**src/rtl/pwm_pkg.sv**
```systemverilog
// Shared types for the PWM timebase: sequencer states and pwm_gen alignment codes.
package pwm_pkg;

  typedef enum logic [1:0] {
    ST_IDLE  = 2'd0,
    ST_RUN   = 2'd1,
    ST_DRAIN = 2'd2
  } state_e;

  // Range alignment is any code with bit 1 set; FN_RANGE is its canonical form.
  typedef enum logic [1:0] {
    FN_LEFT  = 2'b00,
    FN_RIGHT = 2'b01,
    FN_RANGE = 2'b10
  } fn_align_e;

  function automatic fn_align_e decode_align(input logic [1:0] code);
    return code[1] ? FN_RANGE : fn_align_e'(code);
  endfunction

endpackage

```
**src/rtl/pwm_timer_ctrl_if.sv**
```systemverilog
// Register-side configuration bus plus the active set and timebase handed to pwm_gen.
interface pwm_timer_ctrl_if #(
  parameter int CNT_W = 16,
  parameter int PSC_W = 8
);
  logic             cfg_wr;
  logic [CNT_W-1:0] cfg_period;
  logic [CNT_W-1:0] cfg_compare1;
  logic [CNT_W-1:0] cfg_compare2;
  logic [7:0]       cfg_functions;
  logic             cfg_down;
  logic [PSC_W-1:0] cfg_prescale;
  logic             run;

  logic             pwm_en;
  logic [CNT_W-1:0] period;
  logic [CNT_W-1:0] compare1;
  logic [CNT_W-1:0] compare2;
  logic [7:0]       functions;
  logic [CNT_W-1:0] count_val;
  logic             cycle_pulse;
  logic             upd_pending;
  logic             upd_done;

  modport master (
    output cfg_wr, cfg_period, cfg_compare1, cfg_compare2, cfg_functions,
           cfg_down, cfg_prescale, run,
    input  pwm_en, period, compare1, compare2, functions, count_val,
           cycle_pulse, upd_pending, upd_done
  );

  modport slave (
    input  cfg_wr, cfg_period, cfg_compare1, cfg_compare2, cfg_functions,
           cfg_down, cfg_prescale, run,
    output pwm_en, period, compare1, compare2, functions, count_val,
           cycle_pulse, upd_pending, upd_done
  );
endinterface

```
**src/rtl/pwm_prescaler.sv**
```systemverilog
// Clock divider: tick once every (prescale+1) clocks while enabled, held at 0 otherwise.
module pwm_prescaler #(
  parameter int PSC_W = 8
) (
  input  logic             clk,
  input  logic             rst,
  input  logic             en,
  input  logic [PSC_W-1:0] prescale,
  output logic             tick
);

  logic [PSC_W-1:0] psc;

  // Using >= means a prescale lowered below psc still produces a tick and a wrap.
  assign tick = en && (psc >= prescale);

  // NOTE: sequential state uses non-blocking assignments so every register samples pre-edge values.
  always_ff @(posedge clk or posedge rst) begin
    if (rst) begin
      psc <= '0;
    end else if (!en || tick) begin
      psc <= '0;
    end else begin
      psc <= psc + PSC_W'(1);
    end
  end

endmodule

```
**src/rtl/pwm_timer_ctrl.sv**
```systemverilog
// PWM timebase sequencer: prescaled up/down counter, double-buffered config and start/stop FSM.
module pwm_timer_ctrl
  import pwm_pkg::*;
#(
  parameter int CNT_W = 16,
  parameter int PSC_W = 8
) (
  input logic              clk,
  input logic              rst,
  pwm_timer_ctrl_if.slave  bus
);

  typedef struct packed {
    logic [CNT_W-1:0] period;
    logic [CNT_W-1:0] compare1;
    logic [CNT_W-1:0] compare2;
    logic [7:0]       functions;
    logic             down;
  } cfg_set_t;

  state_e           state;
  cfg_set_t         shadow;
  cfg_set_t         active;
  cfg_set_t         wr_set;
  cfg_set_t         next_active;
  logic [CNT_W-1:0] count_q;
  logic             pwm_en_q;
  logic             cycle_pulse_q;
  logic             upd_pending_q;
  logic             upd_done_q;

  logic             tick;
  logic             boundary;
  logic             activate;
  logic [CNT_W-1:0] cnt_next;
  logic [CNT_W-1:0] start_val;

  assign wr_set = cfg_set_t'{
    period:    bus.cfg_period,
    compare1:  bus.cfg_compare1,
    compare2:  bus.cfg_compare2,
    functions: bus.cfg_functions,
    down:      bus.cfg_down
  };

  pwm_prescaler #(.PSC_W(PSC_W)) u_prescaler (
    .clk      (clk),
    .rst      (rst),
    .en       (state != ST_IDLE),
    .prescale (bus.cfg_prescale),
    .tick     (tick)
  );

  // NOTE: every always_comb output gets a default first, so no path leaves a latch behind.
  always_comb begin
    cnt_next = count_q;
    boundary = 1'b0;
    if (tick) begin
      if (active.period == '0) begin
        boundary = 1'b1;
        cnt_next = '0;
      end else if (!active.down) begin
        if (count_q >= active.period) begin
          boundary = 1'b1;
          cnt_next = '0;
        end else begin
          cnt_next = count_q + CNT_W'(1);
        end
      end else begin
        if (count_q == '0) begin
          boundary = 1'b1;
          cnt_next = active.period;
        end else begin
          cnt_next = count_q - CNT_W'(1);
        end
      end
    end
  end

  // Boundaries only occur while counting, so IDLE activates on the clock after a write.
  always_comb begin
    activate    = upd_pending_q && ((state == ST_IDLE) || boundary);
    next_active = activate ? shadow : active;
    start_val   = next_active.down ? next_active.period : '0;
  end

  always_ff @(posedge clk or posedge rst) begin
    if (rst) begin
      state         <= ST_IDLE;
      shadow        <= '0;
      active        <= '0;
      count_q       <= '0;
      pwm_en_q      <= 1'b0;
      cycle_pulse_q <= 1'b0;
      upd_pending_q <= 1'b0;
      upd_done_q    <= 1'b0;
    end else begin
      // pwm_gen ignores wraps of a zero period, so those never pulse.
      cycle_pulse_q <= boundary && (active.period != '0);
      upd_done_q    <= activate;

      if (activate) begin
        active        <= shadow;
        upd_pending_q <= 1'b0;
      end
      // A write landing on the activation cycle wins the pending flag and waits for the next one.
      if (bus.cfg_wr) begin
        shadow        <= wr_set;
        upd_pending_q <= 1'b1;
      end

      case (state)
        ST_IDLE: begin
          count_q <= start_val;
          if (bus.run) begin
            state    <= ST_RUN;
            pwm_en_q <= 1'b1;
          end
        end
        ST_RUN: begin
          count_q <= activate ? start_val : cnt_next;
          if (!bus.run) begin
            state <= ST_DRAIN;
          end
        end
        ST_DRAIN: begin
          count_q <= activate ? start_val : cnt_next;
          if (bus.run) begin
            state <= ST_RUN;
          end else if (boundary) begin
            state    <= ST_IDLE;
            pwm_en_q <= 1'b0;
          end
        end
        default: begin
          state    <= ST_IDLE;
          pwm_en_q <= 1'b0;
        end
      endcase
    end
  end

  assign bus.pwm_en      = pwm_en_q;
  assign bus.period      = active.period;
  assign bus.compare1    = active.compare1;
  assign bus.compare2    = active.compare2;
  assign bus.functions   = active.functions;
  assign bus.count_val   = count_q;
  assign bus.cycle_pulse = cycle_pulse_q;
  assign bus.upd_pending = upd_pending_q;
  assign bus.upd_done    = upd_done_q;

endmodule

```
**src/flat_wrapper.sv**
```systemverilog
// flat-port wrapper written by rule: the top's interface ports become plain ports
module pwm_timer_ctrl_flat import pwm_pkg::*;
#(
  parameter int CNT_W = 16,
  parameter int PSC_W = 8
)
  (clk, rst, bus_cfg_wr, bus_cfg_period, bus_cfg_compare1, bus_cfg_compare2, bus_cfg_functions, bus_cfg_down, bus_cfg_prescale, bus_run, bus_pwm_en, bus_period, bus_compare1, bus_compare2, bus_functions, bus_count_val, bus_cycle_pulse, bus_upd_pending, bus_upd_done);
  pwm_timer_ctrl_if #(.CNT_W(CNT_W), .PSC_W(PSC_W)) bus_i ();
  input logic clk;
  input logic rst;
  input wire logic [$bits(bus_i.cfg_wr)-1:0] bus_cfg_wr;
  input wire logic [$bits(bus_i.cfg_period)-1:0] bus_cfg_period;
  input wire logic [$bits(bus_i.cfg_compare1)-1:0] bus_cfg_compare1;
  input wire logic [$bits(bus_i.cfg_compare2)-1:0] bus_cfg_compare2;
  input wire logic [$bits(bus_i.cfg_functions)-1:0] bus_cfg_functions;
  input wire logic [$bits(bus_i.cfg_down)-1:0] bus_cfg_down;
  input wire logic [$bits(bus_i.cfg_prescale)-1:0] bus_cfg_prescale;
  input wire logic [$bits(bus_i.run)-1:0] bus_run;
  output wire logic [$bits(bus_i.pwm_en)-1:0] bus_pwm_en;
  output wire logic [$bits(bus_i.period)-1:0] bus_period;
  output wire logic [$bits(bus_i.compare1)-1:0] bus_compare1;
  output wire logic [$bits(bus_i.compare2)-1:0] bus_compare2;
  output wire logic [$bits(bus_i.functions)-1:0] bus_functions;
  output wire logic [$bits(bus_i.count_val)-1:0] bus_count_val;
  output wire logic [$bits(bus_i.cycle_pulse)-1:0] bus_cycle_pulse;
  output wire logic [$bits(bus_i.upd_pending)-1:0] bus_upd_pending;
  output wire logic [$bits(bus_i.upd_done)-1:0] bus_upd_done;
  assign bus_i.cfg_wr = bus_cfg_wr;
  assign bus_i.cfg_period = bus_cfg_period;
  assign bus_i.cfg_compare1 = bus_cfg_compare1;
  assign bus_i.cfg_compare2 = bus_cfg_compare2;
  assign bus_i.cfg_functions = bus_cfg_functions;
  assign bus_i.cfg_down = bus_cfg_down;
  assign bus_i.cfg_prescale = bus_cfg_prescale;
  assign bus_i.run = bus_run;
  assign bus_pwm_en = bus_i.pwm_en;
  assign bus_period = bus_i.period;
  assign bus_compare1 = bus_i.compare1;
  assign bus_compare2 = bus_i.compare2;
  assign bus_functions = bus_i.functions;
  assign bus_count_val = bus_i.count_val;
  assign bus_cycle_pulse = bus_i.cycle_pulse;
  assign bus_upd_pending = bus_i.upd_pending;
  assign bus_upd_done = bus_i.upd_done;
  pwm_timer_ctrl #(.CNT_W(CNT_W), .PSC_W(PSC_W)) u_core (.clk(clk), .rst(rst), .bus(bus_i));
endmodule
```
**config.mk**
```make
export PLATFORM = sky130hd
export DESIGN_NAME = pwm_timer_ctrl_flat
export DESIGN_NICKNAME = d
export VERILOG_FILES = /design/src/rtl/pwm_pkg.sv /design/src/rtl/pwm_timer_ctrl_if.sv /design/src/rtl/pwm_prescaler.sv /design/src/rtl/pwm_timer_ctrl.sv /design/src/flat_wrapper.sv
export SDC_FILE = /design/constraint.sdc
export NUM_CORES = 1
export LEC_CHECK = 0
export ABC_AREA = 1
export BUFFER_PORTS_ARGS = -buffer_cell sky130_fd_sc_hd__buf_2
export CORE_MARGIN = 1
export CORE_UTILIZATION = 50
export CTS_CLUSTER_DIAMETER = 150
export CTS_CLUSTER_SIZE = 16
export DETAILED_ROUTE_END_ITERATION = 7
export PLACE_DENSITY = 0.73
export SLEW_MARGIN = 25
export SYNTH_ARGS = -nofsm -noshare
export SYNTH_HDL_FRONTEND = slang
export SYNTH_SLANG_ARGS = --single-unit
```
**constraint.sdc**
```tcl
create_clock -name clk -period 4.15 [get_ports clk]
set_clock_uncertainty 0.15 [all_clocks]
set_input_delay 0.2075 -clock clk [delete_from_list [all_inputs] [get_ports clk]]
set_output_delay 0.2075 -clock clk [all_outputs]
set_load 0.05 [all_outputs]
```
==> flow_summary_export.csv, run 1 <==
group,metric,value,unit
run_status,status,"finished, final reports clean",
setup_path,cp-end-kind,"flop",
sta,fin_ws,605.9,ps
sta,fin_crit_sh,85.40,%
clock_network,ctsRootBufferMaster,"clkbuf_16",
synthesis,synth-simple-area-share,23.28,%
synthesis,synth.most_common_cell,"nand2_1",
synthesis,synth_mux_area_share,0,%
sta,hold_violations,0,
sta,setup_viol,0,
synthesis,synth_seq_area_share,45.43,%
pwr,ir_worst_vdd,0.4418,mV
cells_and_area,num-fill-cells,1341,
global_routing,grt_pass1_wl,31840,µm
die,die_y,127.9,µm
drt,routed_wl,19740,µm
synthesis,ys_ff_latch,144,
synthesis,synthAdderAreaFrac,5.048,%
drt,drcViolationCount,0,
cells_and_area,multiInputGateArea,3232,µm²
synthesis,yosysTopAreaCell,"dfrtp_1",
clock_network,clock_latency,410,ps
job,max_cap_viol_count,0,
synthesis,synth_area,7931,µm²
synthesis,synth_area_per_cell,7.939,µm²
die,start_util,51.79,%
placed_design,dpl.hpwl,12940,µm
sta,relSlewSlack,42.98,%
setup_path,crit_type,"flop to flop",
drt,drtIter0Drc,481,
synthesis,synth_cells,999,
synthesis,synth_warnings,0,
die,rows,45,
global_routing,top_usage_layer,"met2",
drt,routedWlPerCell,14.64,µm
sta,fin_crit,3544,ps
die,core,15310,µm²
global_routing,grtUsageMet3,6.469,%
cells_and_area,instances_no_fill,1349,
sta,tightest_slew,855.4,ps
pwr,combPwrFrac,52.9,%
sta,rsz0062_at_grt,"false",
sta,hold_ws,92.14,ps
setup_path,cp_max_fo,41,
synthesis,synth_xor_area_share,1.656,%
clock_network,cts.sinks,144,
pwr,swShare,51.28,%
global_routing,met1_usage,32.35,%
pwr,cellLeakagePower,4.949,nW
cells_and_area,diodes,0,
synthesis,synth_nets,1100,
drt,ant_nets,0,
placed_design,dpl.cell_count,1260,
global_routing,track_usage,25.09,%
cells_and_area,drive_gt1_share,18.01,%
clock_network,cts_max_path_buffers,2,
cells_and_area,area_growth,19.44,%
setup_path,start_kind,"flop",
pwr,clkPwrFrac,18.5,%
clock_network,cts_tree,"built",
drt,via_per_inst,4.984,
drt,dr.pass1.iters,5,
drt,via_count,6724,
sta,tns,0,ps
synthesis,netlist_top_cells_area,"dfrtp_1 45%, nand2_1 12%, buf_4 5.7%",
global_routing,grt_max_degree,145,
clock_network,clk_pin_slew,60,ps
global_routing,antenna_found_initial,0,
clock_network,cts_inserted_buffers,17,
sta,slew_violations,0,
die,ios,145,
cells_and_area,finalNetCount,1227,
global_routing,grt-ovfl-total,0,
synthesis,synthTopCellsByCount,"253 x nand2_1, 144 x dfrtp_1, 107 x inv_1",
synthesis,synth_compound_area_share,10.76,%
placed_design,io_buffers,144,
placed_design,place_worst_setup_slack,663.2,ps
cells_and_area,final-seq-area,3603,µm²
synthesis,yosysUniqueCellTypes,37,
synthesis,yosysTopAreaCellShare,45.43,%
hold_path,hp-class,"input pin to flop",
global_routing,gr-usage-met2,40.35,%
setup_path,cp.arrival,3730,ps
synthesis,synth_top_family_by_area,"simple AND/OR/NAND/NOR gates",
pwr,p_switching,4.141,mW
sta,fmax,282.2,MHz
pwr,pwr-share-seq,28.6,%
die,die_w,127.9,µm
pwr,finalPower,8.075,mW
setup_path,cp_data_required_time,4340,ps
pwr,power.density,852.4,nW/µm²
pwr,p_int,3.934,mW
synthesis,synthArstFlopShare,100.0,%
synthesis,synth_edf_count,0,
die,dieArea,16370,µm²
synthesis,synthFlopType,"dfrtp_1",
clock_network,cts_setup_buffers,0,
clock_network,cts_max_level,4,
global_routing,grt_pass1_vias,6501,
placed_design,gp_congestion,0.9405,
[per-layer routing]
| layer | wire length [µm] | part of all wire (%) |
|---|---|---|
| met1 | 8661 | 44 |
| met2 | 9249 | 47 |
| met3 | 1303 | 6.6 |
| met4 | 529 | 2.7 |
| met5 | 0 | 0 |
[area by class of cell]
type,count,share of cell area [%]
flip-flops and latches,144,38.04
multi-input cells,643,34.12
repair buffers,209,14.42
clock buffers,21,4.966
inverters,111,4.491
well taps,211,2.787
clock inverters,10,1.176
[worst paths after layout]
kind	startpoint	endpoint	slack, ps	depth (start not counted)
setup / recovery	u_core.bus.period[14]	u_core.bus.count_val[12]	610	14
hold / removal	bus_run	u_core.bus.pwm_en	90	5
setup reg to reg	u_core.bus.period[14]	u_core.bus.count_val[12]	610	14
hold reg to reg	u_core.shadow[0]	u_core.shadow[0]	330	2
max in group asynchronous	rst	u_core.shadow[26]	2810	4
min in group asynchronous	rst	u_core.bus.compare2[14]	380	4
[power by group through the flow]
stage          logic (mW)  clock network, mW  registers (mW)
2_1_floorplan        3.55                  0            2.40
3_3_place_gp         4.14                  0            2.28
3_5_place_dp         4.18                  0            2.30
4_1_cts              4.24               1.52            2.29
5_1_grt              4.64               1.58            2.36
6_report             4.27               1.50            2.31
[critical path, cell delays in order, from the launching register on]
cell	delay, ps
dfrtp_1	470
inv_1	110
ha_1	320
nand2_1	50
o21ai_0	260
nor2_1	80
nand2_1	160
nand2_1	90
nand2_1	80
nand2_2	90
nand2_4	190
nand2_4	300
nand2_1	710
nand3_1	220
a21oi_1	190
[sequential cells by signal (all words and copies together) (netlist names), 2 cells and up]
name                    cells
u_core.bus.period          16
u_core.bus.compare2        16
u_core.bus.count_val       16
u_core.shadow              57
u_core.u_prescaler.psc      8
u_core.bus.functions        8
u_core.bus.compare1        16
u_core.state                2
[cells by family after synthesis]
family                   after synthesis
AO/OA/AOI/OAI                        156
flip-flops                           144
adder cells (fa/ha/maj)               32
buffers and inverters                212
XOR/XNOR                              15
AND/OR/NAND/NOR                      440
[placed cells by master (no fill, tap or decap), types with 2 or more instances in the layout]
cell type	synthesis	final
a21oi_1	26	26
a21oi_2	10	10
a31oi_1	3	3
buf_2	19	144
buf_4	60	6
bufinv_16	0	2
clkbuf_16	0	17
clkbuf_8	0	3
clkinv_1	2	2
clkinv_2	0	4
clkinvlp_4	0	4
dfrtp_1	144	144
dlygate4sd3_1	0	58
ha_1	32	32
inv_1	107	106
nand2_1	253	253
nand2_2	3	3
nand2_4	3	3
nand3_1	53	53
nand4_1	15	15
nor2_1	97	97
nor3_1	8	8
nor3b_1	3	3
o211ai_1	2	2
o21a_1	2	2
o21ai_0	75	75
o21ai_1	30	30
o21bai_1	5	5
xnor2_1	2	2
xor2_1	13	13
[timing repair]
action | in CTS | in global routing
gates resized for setup | 0 | 0
hold buffers | 58 | 0
endpoints found under the hold margin | 201 | 0
[stage by stage]
step	cell area, µm²	utilization (%)
floorplan	7935	-
global placement	8310	54.26
detailed placement	8310	54.26
CTS	9473	61.85
global route	9473	61.85
finish	9473	61.85
No activity file was read; power rests on OpenSTA's default activity.
==> run 2, diff against run 1 <==
--- a/config.mk
+++ b/config.mk
@@ -13,5 +13,6 @@
 export CTS_CLUSTER_SIZE = 16
 export DETAILED_ROUTE_END_ITERATION = 7
-export PLACE_DENSITY = 0.73
+export PLACE_DENSITY = 0.77
+export SKIP_CTS_REPAIR_TIMING = 1
 export SLEW_MARGIN = 25
 export SYNTH_ARGS = -nofsm -noshare
==> constraint.sdc (replaced) <==
create_clock -name clk -period 4.15 [get_ports clk]
set_clock_uncertainty 0.15 [all_clocks]
set_input_delay 0.83 -clock clk [delete_from_list [all_inputs] [get_ports clk]]
set_output_delay 0.83 -clock clk [all_outputs]
set_load 0.05 [all_outputs]
==> run 2 against run 1 <==
  * Final cell count is 4.2% lower
  * Die area stayed put
  * Sequential cell count stayed put
  * Combinational power is 4% lower
  * Cell area is 5.9% lower
  * Via count is 5.6% lower
  * Largest cell class unchanged
  * Highest routed layer unchanged
==> flow_summary_export.csv, run 2 (same netlist as run 1, synthesis figures left out) <==
group,metric,value,unit
hold_path,hp-class,"input pin to async pin",
setup_path,startpoint,"u_core.bus.count_val[7]",
setup_path,cp-end-kind,"flop",
drt,drtIter0Drc,382,
pwr,combPwrFrac,51.4,%
setup_path,r2r_end,"u_core.bus.count_val[11]",
clock_network,cts_inserted_buffers,17,
sta,setup_viol,0,
pwr,pwr-share-seq,29.0,%
cells_and_area,area_growth,12.45,%
drt,via_count,6350,
setup_path,cp_slowest_cell,"dfrtp_1",
setup_path,start_kind,"flop",
pwr,swShare,50.31,%
global_routing,grt_max_degree,134,
clock_network,ctsRootBufferMaster,"clkbuf_16",
placed_design,io_buffers,144,
pwr,clkPwrFrac,19.5,%
sta,fin_crit_sh,77.75,%
setup_path,path_buf_inv,1,
setup_path,rr_startpoint,"u_core.bus.count_val[7]",
clock_network,clock_latency,420,ps
setup_path,cp_max_fo,21,
sta,fin_crit,3227,ps
pwr,ir_worst_vdd,0.4665,mV
pwr,p_int,3.958,mW
clock_network,cts_tree,"built",
setup_path,cp_data_required_time,4340,ps
setup_path,r2r_cells,17,
drt,ant_nets,0,
die,die_y,127.9,µm
setup_path,cp.arrival,3410,ps
sta,hold_ws,208.3,ps
run_status,status,"finished, final reports clean",
global_routing,grt-ovfl-total,0,
placed_design,dpl.hpwl,12670,µm
cells_and_area,layout_commonest_cell,"nand2_1",
cells_and_area,top_register,"u_core.shadow",
die,ios,145,
setup_path,cp_num_cells,17,
sta,relSlewSlack,51.29,%
drt,via_per_inst,4.911,
drt,routed_wl,17380,µm
setup_path,crit_type,"flop to flop",
global_routing,grt_pass1_vias,6139,
setup_path,crit_top_cell,"nand2_1",
pwr,power.density,893.2,nW/µm²
global_routing,track_usage,22.73,%
setup_path,slowest_delay,480,ps
sta,tightest_slew,730.7,ps
clock_network,cts.sinks,144,
sta,rsz0062_at_grt,"false",
clock_network,cts_max_path_buffers,2,
die,dieArea,16370,µm²
cells_and_area,largest_reg_flops,57,
sta,fmax,309.9,MHz
clock_network,clk_pin_slew,60,ps
sta,hold_violations,0,
die,core,15310,µm²
setup_path,crit_end,"u_core.bus.count_val[11]",
sta,slew_violations,0,
setup_path,crit_family,"simple AND/OR/NAND/NOR gates",
die,start_util,51.79,%
clock_network,cts_max_level,4,
setup_path,crit_chain,"ha_1, nand2_1, inv_1, nor2_1, o21a_1, nand2_1, nand2_1, nand2_1, nand2_1, nand2_1, nand2_2, nand2_4, nand2_4, nand3_1, nor2_1, nor2_1, a21oi_1",
placed_design,gp_congestion,0.8960,
die,rows,45,
drt,dr.pass1.iters,7,
pwr,p_switching,4.008,mW
global_routing,antenna_found_initial,1,
cells_and_area,drive_gt1_share,18.98,%
job,max_cap_viol_count,0,
sta,tns,0,ps
die,die_w,127.9,µm
pwr,cellLeakagePower,4.729,nW
setup_path,r2r_slack,920,ps
cells_and_area,finalNetCount,1169,
global_routing,grt_pass1_wl,29370,µm
drt,routedWlPerCell,13.44,µm
pwr,finalPower,7.966,mW
drt,drcViolationCount,0,
cells_and_area,final_cell_mix,"253 x nand2_1, 144 x buf_2, 144 x dfrtp_1",
## run 2: changes by cell type in the layout (fill, tap and decap cells not counted)
cell	delta
dlygate4sd3_1	-58
clkinv_2	+1
inv_6	+2
clkinv_4	-1
bufinv_16	+1
clkinvlp_4	-3
diode_2	+2
## run 2: worst min path at each step
stage                       from                   endpoint  slack [ps]
2_1_floorplan   u_core.shadow[0]           u_core.shadow[0]         290
3_3_place_gp   u_core.shadow[48]          u_core.shadow[48]         310
3_5_place_dp   u_core.shadow[48]          u_core.shadow[48]         310
4_1_cts                      rst          u_core.bus.pwm_en         210
5_1_grt                      rst  u_core.u_prescaler.psc[0]         230
6_report                     rst   u_core.bus.count_val[15]         210
## run 2: stage by stage
| stage | cells | worst slack (ps) | utilization, % | cell area (µm²) |
|---|---|---|---|---|
| finish | 1293 | 923.2 | 58.24 | 8919 |
| global route | 1291 | 583.8 | 58.20 | 8914 |
| CTS | 1291 | 934.9 | 58.20 | 8914 |
| detailed placement | 1260 | 751.4 | 54.26 | 8310 |
| global placement | 1260 | 847.8 | 54.26 | 8310 |
| floorplan | 999 | 1346 | - | 7935 |
## run 2: routing by layer
layer  GRT usage, %  wire length [µm]  up-vias
li1               -                 -     3261
met4          8.581               298        0
met3          7.137              1175       19
met1          28.69              7902     2918
met2          36.60              8003      152
met5              0                 0        -
## run 2: final cells by class
cell class / count / area, µm²
inverters: 111 / 425.4
clock buffers: 21 / 470.5
flip-flops and latches: 144 / 3603
repair buffers: 151 / 785.8
clock inverters: 10 / 132.6
fillers: 1462 / 6396
diodes: 2 / 5.005
multi-input cells: 643 / 3232
well taps: 211 / 264.0
## run 2: power by group through the flow
stage	Sequential (mW)	Clock, mW	Combinational (mW)
detailed placement	2.32	0	4.09
global route	2.38	1.64	4.54
finish	2.31	1.55	4.10
floorplan	2.40	0	3.55
global placement	2.32	0	3.99
CTS	2.31	1.58	4.11
==> run 3, diff against run 2 <==
clock period = 2.7 ns   (was 4.15 ns; I/O delays follow)
==> run 3 against run 2 <==
  * Utilization is 3.4 points higher
  * Worst hold slack worse by 190 ps
  * Largest cell class unchanged
  * Die area stayed put
==> flow_summary_export.csv, run 3 (same netlist as run 1, synthesis figures left out) <==
group,metric,value,unit
pwr,ir_worst_vdd,0.7811,mV
clock_network,clock_latency,420,ps
global_routing,grt-ovfl-total,0,
cells_and_area,final_cell_mix,"253 x nand2_1, 144 x buf_2, 140 x dfrtp_1",
global_routing,gr-usage-met2,37.15,%
sta,hold_violations,0,
global_routing,grt_pass1_wl,29840,µm
setup_path,cp.arrival,2760,ps
drt,drtIter0Drc,315,
placed_design,dpl.hpwl,13360,µm
sta,fin_ws,146.1,ps
die,dieArea,16370,µm²
sta,setup_viol,0,
pwr,cellLeakagePower,5.003,nW
die,ios,145,
cells_and_area,drive_gt1_share,23.59,%
clock_network,cts_tree,"built",
setup_path,cp-end-kind,"flop",
sta,fin_crit_sh,94.59,%
clock_network,cts_inserted_buffers,17,
sta,rsz0062_at_grt,"true",
sta,relSlewSlack,63.06,%
setup_path,crit_type,"flop to flop",
sta,fmax,391.6,MHz
cells_and_area,fin_util,61.66,%
die,die_y,127.9,µm
setup_path,r2r_slack,150,ps
global_routing,grt_max_degree,81,
sta,slew_violations,0,
setup_path,start_kind,"flop",
clock_network,cts.sinks,144,
setup_path,startpoint,"u_core.bus.count_val[1]",
placed_design,gp_congestion,0.9079,
clock_network,cts_max_path_buffers,2,
pwr,power.density,1391,nW/µm²
pwr,finalPower,13.14,mW
drt,drcViolationCount,0,
setup_path,cp_slowest_cell,"dfrtp_2",
global_routing,met1_usage,29.90,%
drt,via_count,6634,
setup_path,r2r_cells,19,
cells_and_area,largest_reg_flops,57,
global_routing,grt_pass1_vias,6286,
setup_path,crit_top_cell,"nand2_1",
sta,tns,0,ps
cells_and_area,layout_commonest_cell,"nand2_1",
cells_and_area,finish.instance_area,9443,µm²
global_routing,top_usage_layer,"met2",
clock_network,clk_pin_slew,60,ps
global_routing,grtUsageMet3,8.097,%
hold_path,hp-class,"input pin to async pin",
clock_network,cts_max_level,4,
sta,fin_crit,2554,ps
setup_path,r2r_end,"u_core.bus.count_val[7]",
placed_design,detailed_place.area,8721,µm²
global_routing,track_usage,23.37,%
setup_path,crit_chain,"ha_1, nand2_1, nand3_1, nand2_1, nand2_1, nand2_1, nand2_1, nand2_1, nand2_1, nand2_1, nand2_1, nand2_2, nand2_4, nand2_8, buf_6, nand2_1, nand2_1, nand3_1, a21oi_2",
clock_network,ctsRootBufferMaster,"clkbuf_16",
job,max_cap_viol_count,0,
setup_path,rr_startpoint,"u_core.bus.count_val[1]",
drt,dr.pass1.iters,4,
sta,tightest_slew,552.9,ps
setup_path,cp_data_required_time,2900,ps
die,die_w,127.9,µm
drt,ant_nets,0,
die,start_util,51.79,%
placed_design,place_worst_setup_slack,-22.29,ps
placed_design,dpl.cell_count,1304,
sta,hold_ws,17.96,ps
die,rows,45,
cells_and_area,finalNetCount,1220,
cells_and_area,top_register,"u_core.shadow",
drt,routed_wl,18310,µm
global_routing,antenna_found_initial,3,
cells_and_area,area_growth,19.06,%
setup_path,cp_max_fo,12,
setup_path,slowest_delay,440,ps
die,core,15310,µm²
drt,via_per_inst,4.929,
placed_design,io_buffers,144,
drt,routedWlPerCell,13.60,µm
cells_and_area,instances_no_fill,1346,
run_status,status,"finished, final reports clean",
==> run 3: layout make-up <==
type | instances | area (µm²)
antenna | 3 | 7.507
fill | 1361 | 5872
tap | 211 | 264.0
clock inverter | 13 | 151.4
sequential | 144 | 3608
multi-input combinational | 643 | 3271
clock buffer | 19 | 442.9
inverter | 111 | 425.4
timing repair buffer | 202 | 1272
==> run 3: worst max path at each step <==
stage	to	slack [ps]	cells after the start
finish	u_core.bus.count_val[7]	150	19
global placement	u_core.bus.count_val[12]	70	16
CTS	u_core.bus.count_val[12]	20	19
global route	u_core.bus.count_val[7]	-40	19
detailed placement	u_core.bus.count_val[12]	-20	16
floorplan	u_core.bus.count_val[0]	40	18
==> run 3: power breakdown <==
group | total [mW] | switching (mW) | internal [mW]
sequential | 3.27 | 0.434 | 2.83
clock | 2.32 | 0.923 | 1.40
combinational | 7.55 | 5.16 | 2.39
total | 13.1 | 6.52 | 6.62
==> run 3: layer usage <==
metal  vias up  share of wire (%)
li1       3374                  -
met5         -              0.071
met3        24                7.4
met4         2                1.6
met2       178                 47
met1      3056                 44
==> run 3: worst max-delay path, delay by kind of cell, from the launching register on <==
family | cells | cell delay [ps]
fa+ha+maj | 1 | 320
flops | 1 | 440
buf+inv | 1 | 170
simple gates | 16 | 1260
compound gates | 1 | 150
